`src/rtl/pulse_period_meter_pkg.sv`:
```
//------------------------------------------------------------------------------
// pulse_period_meter_pkg: state encoding and the saturation helper that the
// period counter family shares.
// Revision: 1.0
//------------------------------------------------------------------------------
`default_nettype none

package pulse_period_meter_pkg;

    typedef enum logic [1:0] {
        IDLE    = 2'd0,
        MEASURE = 2'd1,
        OVF     = 2'd2
    } state_t;

    // All-ones value of a width-bit unsigned counter (valid for widths up to 31).
    function automatic int unsigned cnt_max(input int unsigned width);
        return (32'd1 << width) - 32'd1;
    endfunction

endpackage

`default_nettype wire

```
`src/rtl/pulse_period_meter_rise_detect.sv`:
```
//------------------------------------------------------------------------------
// rise_detect: single-cycle rising-edge detector for an already synchronous
// input.
// Revision: 1.0
//------------------------------------------------------------------------------
`default_nettype none

module rise_detect (
    input  logic clk,
    input  logic reset,
    input  logic d,
    output logic rise
);

    logic r_prev;

    always_ff @(posedge clk or posedge reset) begin
        if (reset) begin
            r_prev <= 1'b0;
        end else begin
            r_prev <= d;
        end
    end

    assign rise = d & ~r_prev;

endmodule

`default_nettype wire

```
`src/rtl/pulse_period_meter.sv`:
```
//------------------------------------------------------------------------------
// pulse_period_meter: measures the spacing between rising edges of a pulse
// stream and reports lock against an expected period, plus a saturation flag.
// Revision: 1.0
//------------------------------------------------------------------------------
`default_nettype none

module pulse_period_meter
    import pulse_period_meter_pkg::*;
#(
    parameter int MAX_SIZE   = 8,
    parameter int P          = 10,
    parameter int LOCK_COUNT = 3
) (
    input  logic                clk,
    input  logic                reset,
    input  logic                pulse_in,
    output logic [MAX_SIZE-1:0] period_out,
    output logic                period_valid,
    output logic                locked,
    output logic                overflow
);

    localparam int                  MATCH_W = $clog2(LOCK_COUNT + 1);
    localparam logic [MAX_SIZE-1:0] CNT_MAX = MAX_SIZE'(cnt_max(MAX_SIZE));
    localparam logic [MAX_SIZE-1:0] CNT_ONE = MAX_SIZE'(1);
    localparam logic [MAX_SIZE-1:0] P_CNT   = MAX_SIZE'(P);
    localparam logic [MATCH_W-1:0]  LOCK_M  = MATCH_W'(LOCK_COUNT);
    localparam logic [MATCH_W-1:0]  M_ONE   = MATCH_W'(1);

    state_t              r_state;
    logic [MAX_SIZE-1:0] r_cnt;
    logic [MATCH_W-1:0]  r_match;
    logic [MAX_SIZE-1:0] r_period_out;
    logic                r_period_valid;
    logic                r_locked;
    logic                r_overflow;

    logic                w_rise;
    logic [MATCH_W-1:0]  w_match_next;

    rise_detect u_rise_detect (
        .clk   (clk),
        .reset (reset),
        .d     (pulse_in),
        .rise  (w_rise)
    );

    // Matching run length saturates at LOCK_COUNT; any miss restarts it.
    always_comb begin
        w_match_next = '0;
        if (r_cnt == P_CNT) begin
            w_match_next = (r_match == LOCK_M) ? r_match : (r_match + M_ONE);
        end
    end

    always_ff @(posedge clk or posedge reset) begin
        if (reset) begin
            r_state        <= IDLE;
            r_cnt          <= '0;
            r_match        <= '0;
            r_period_out   <= '0;
            r_period_valid <= 1'b0;
            r_locked       <= 1'b0;
            r_overflow     <= 1'b0;
        end else begin
            r_period_valid <= 1'b0;
            case (r_state)
                IDLE: begin
                    if (w_rise) begin
                        r_cnt   <= CNT_ONE;
                        r_state <= MEASURE;
                    end
                end
                MEASURE: begin
                    // An edge on the saturating cycle still yields a valid period.
                    if (w_rise) begin
                        r_period_out   <= r_cnt;
                        r_period_valid <= 1'b1;
                        r_cnt          <= CNT_ONE;
                        r_match        <= w_match_next;
                        r_locked       <= (w_match_next == LOCK_M);
                    end else if (r_cnt < CNT_MAX) begin
                        r_cnt <= r_cnt + CNT_ONE;
                    end else begin
                        r_overflow <= 1'b1;
                        r_locked   <= 1'b0;
                        r_match    <= '0;
                        r_state    <= OVF;
                    end
                end
                OVF: begin
                    // The interval that spanned the overflow is discarded.
                    if (w_rise) begin
                        r_overflow <= 1'b0;
                        r_cnt      <= CNT_ONE;
                        r_state    <= MEASURE;
                    end
                end
                default: begin
                    r_state <= IDLE;
                end
            endcase
        end
    end

    assign period_out   = r_period_out;
    assign period_valid = r_period_valid;
    assign locked       = r_locked;
    assign overflow     = r_overflow;

endmodule

`default_nettype wire
```
`config.mk`:
```
export PLATFORM = sky130hd
export DESIGN_NAME = pulse_period_meter
export DESIGN_NICKNAME = d
export VERILOG_FILES = /design/src/rtl/pulse_period_meter_pkg.sv /design/src/rtl/pulse_period_meter_rise_detect.sv /design/src/rtl/pulse_period_meter.sv
export SDC_FILE = /design/constraint.sdc
export NUM_CORES = 1
export LEC_CHECK = 0
export BUFFER_PORTS_ARGS = -buffer_cell sky130_fd_sc_hd__buf_2
export CORE_MARGIN = 1.5
export CORE_UTILIZATION = 59
export DETAILED_ROUTE_END_ITERATION = 8
export PLACE_DENSITY = 0.92
export SLEW_MARGIN = 30
export SYNTH_ARGS = -nofsm -noshare
export SYNTH_HDL_FRONTEND = slang
export SYNTH_SLANG_ARGS = --single-unit
```
`constraint.sdc`:
```
create_clock -name clk -period 4.6 [get_ports clk]
set_clock_uncertainty 0.05 [all_clocks]
set_input_delay 0.92 -clock clk [delete_from_list [all_inputs] [get_ports clk]]
set_output_delay 0.92 -clock clk [all_outputs]
set_load 0.1 [all_outputs]
```
==> results.yml <==
drt:
  drt_drc_violations_left: 0
  firstDrtPassIters: 4
  viasPerCell: 6.085
  num_vias: 864
  drt_iter0_drc: 27
  route.antenna.remaining_nets: 0
  drt_wl_total_um: 2133
  wl_per_cell_um: 15.02
critical_path:
  endpoint_kind: "output pin"
  cp_slowest_stage_delay_ps: 430
  worstPathRequired_ps: 3630
  cpMaxStageDelayCell: "buf_2"
  critical_path.top_delay_family: "buffers and inverters"
  cp_num_buf_inv: 1
  path_cells: "buf_2"
  start_kind: "flop"
  cp.arrival_ps: 1130
  crit_type: "reg -> out"
  crit_fanout: 3
sta:
  fin_crit_ps: 2103
  slew_headroom_pct: 45.68
  fin_ws_ps: 2497
  finalSetupViolCount: 0
  rsz0062_at_grt: "false"
  holdWs_ps: 465.5
  post-route-period-util_pct: 45.72
  fmax_ghz: 0.4755
  hold_violations: 0
  final.setup.tns_ps: 0
  drv_slew: 0
  max_slew.worst_pin.slew_ps: 809.8
finish:
  drive_gt1_share_pct: 23.93
  nets: 123
  multiInputGateArea_um2: 485.5
  regArea_um2: 600.6
  diodes: 0
  fin_area_um2: 1254
  final_cells: 142
  final_common_cell: "dfrtp_1"
  fillCellCount: 131
  syn_to_final_growth_pct: 11.33
  layout_common_cells: "dfrtp_1, buf_2, o21ai_0, mux2_2"
outcome:
  outcome: "completed"
clock_network:
  cts_htree_levels: 1
  ctsHoldBuffers: 0
  root_buffer: "clkbuf_4"
  cts_tree: "yes"
  clock_sinks: 24
  clock_latency_ps: 310
  post_cts.repair.setup_buffers: 0
  cts_resized: 0
  clkTransAtPathRegs_ps: 130
  cts_buffer_depth: 2
  cts-buffers-inserted: 3
floorplanning:
  io_pins: 14
  coreArea_um2: 1764
  die-area_um2: 2179
  rows: 15
  dieWidth_um: 46.69
  chipHeight_um: 46.69
  initial_utilization_pct: 63.83
synth:
  synthXorXnorAreaFrac_pct: 3.111
  avgSynthCellArea_um2: 10.93
  yosysUniqueCellTypes: 32
  synth_top_family_by_area: "simple AND/OR/NAND/NOR gates"
  synth_cells: 103
  yosys.area_share.adder_pct: 2.222
  syn_area_um2: 1126
  yosysWarnings: 0
  syn-num-nets: 108
  synth_mux_area_share_pct: 8.000
  ys_seq_area_share_pct: 53.33
  ys_ff_latch: 24
  synth_compound_area_share_pct: 11.89
  synthSimpleGateAreaFrac_pct: 17.89
power_and_ir_drop:
  internal-power_mw: 0.3792
  ir_worst_vdd_mv: 0.4771
  p_seq_share_pct: 42.9
  powerDensity_nw_per_um2: 515.3
  p_comb_share_pct: 33.9
  p_leak_nw: 0.5703
  switching_share_pct: 41.30
  p_clk_share_pct: 23.2
  switchingPower_mw: 0.2668
min_path:
  worstHoldPathType: "reg -> reg"
placed_design:
  dp.cells: 138
  hpwl_um: 1514
  io_buffer_count: 13
  place_congestion: 0.8627
  placed_area_um2: 1201
  pre_cts_slack_ps: 2584
global_route:
  gr-total-overflow: 0
  grt_max_degree: 25
  grt_pass1_wl_um: 3408
  grt_use_total_pct: 22.68
  grt_antenna_before_repair: 0
  grt_pass1_vias: 777
flow_run:
  maxCapViolations: 0
-- cell type report --
class	instances	share of cell area, %
Tap cell	25	2.495
Clock buffer	3	1.796
Sequential cell	24	47.90
Clock inverter	1	2.395
Multi-Input combinational cell	71	38.72
Timing Repair Buffer	13	5.190
Inverter	5	1.497
-- synthesized netlist by cell type, drive strengths merged --
library cell,number,area share (%)
and3,2,1.1
buf,3,1.9
nand2,6,2.0
ha,2,2.2
o211ai,2,1.3
and4,2,1.6
and2b,1,0.67
o21bai,1,0.67
o2111ai,1,0.78
o41ai,1,0.78
nor2,7,2.6
a31oi,3,1.7
or4,2,1.3
xnor2,1,0.78
nor3,1,0.44
o22ai,2,1.1
inv,5,1.7
xor2,3,2.3
and4bb,1,1.1
a211oi,1,0.67
nand3,7,3.6
a21oi,3,1.3
dfrtp,24,53
nor4b,1,0.78
nand2b,3,1.7
nor2b,1,0.56
o21ai,8,3.6
nand4,1,0.56
mux2,8,8.0
-- routing by layer --
metal | GRT usage, % | part of all wire [%] | wire length [um]
met2 | 36.39 | 50 | 1057
met1 | 29.80 | 41 | 879
met4 | 11.67 | 2.4 | 51
met5 | 0 | 0 | 0
met3 | 3.137 | 6.8 | 144
-- power by group through the flow --
| stage | combinational (mW) | sequential, mW | clock (mW) |
|---|---|---|---|
| final | 0.219 | 0.277 | 0.150 |
| after global routing | 0.227 | 0.282 | 0.161 |
| after CTS | 0.220 | 0.277 | 0.153 |
| after detailed placement | 0.219 | 0.281 | 0 |
| after global placement | 0.213 | 0.277 | 0 |
| after floorplan | 0.0594 | 0.397 | 0 |
-- through the flow --
| step | util, % | power, mW |
|---|---|---|
| 6_report | 71.06 | 0.6460 |
| 5_1_grt | 71.06 | 0.6709 |
| 4_1_cts | 71.06 | 0.6503 |
| 3_3_place_gp | 68.09 | 0.4896 |
| 3_5_place_dp | 68.09 | 0.5001 |
| 2_1_floorplan | - | 0.4568 |
-- registers in the layout, summed over array words and instances, names as in the netlist --
signal and cells:
locked 1, r_state 2, period_out 8, r_match 2, u_rise_detect.r_prev 1, period_valid 1
r_cnt 8, overflow 1
-- worst paths after layout --
| path | start | endpoint | slack, ps | cells after the start |
|---|---|---|---|---|
| max in group asynchronous | reset | period_out[1] | 3530 | 2 |
| worst min register to register | period_out[7] | period_out[7] | 470 | 1 |
| worst min-delay path | period_out[7] | period_out[7] | 470 | 1 |
| worst max register to register | r_cnt[0] | r_cnt[1] | 2830 | 5 |
| min in group asynchronous | reset | period_out[6] | 590 | 2 |
| worst max-delay path | overflow | overflow | 2500 | 1 |
-- cells by family (layout without fill, tap and decap cells) --
family                   count (synthesis)  in the layout
adder cells (fa/ha/maj)                  2              2
buffers and inverters                    8             22
XOR/XNOR                                 4              4
AND/OR/NAND/NOR                         35             35
flip-flops                              24             24
AO/OA/AOI/OAI                           22             22
multiplexers                             8              8
(Power assumes the default switching activity.)
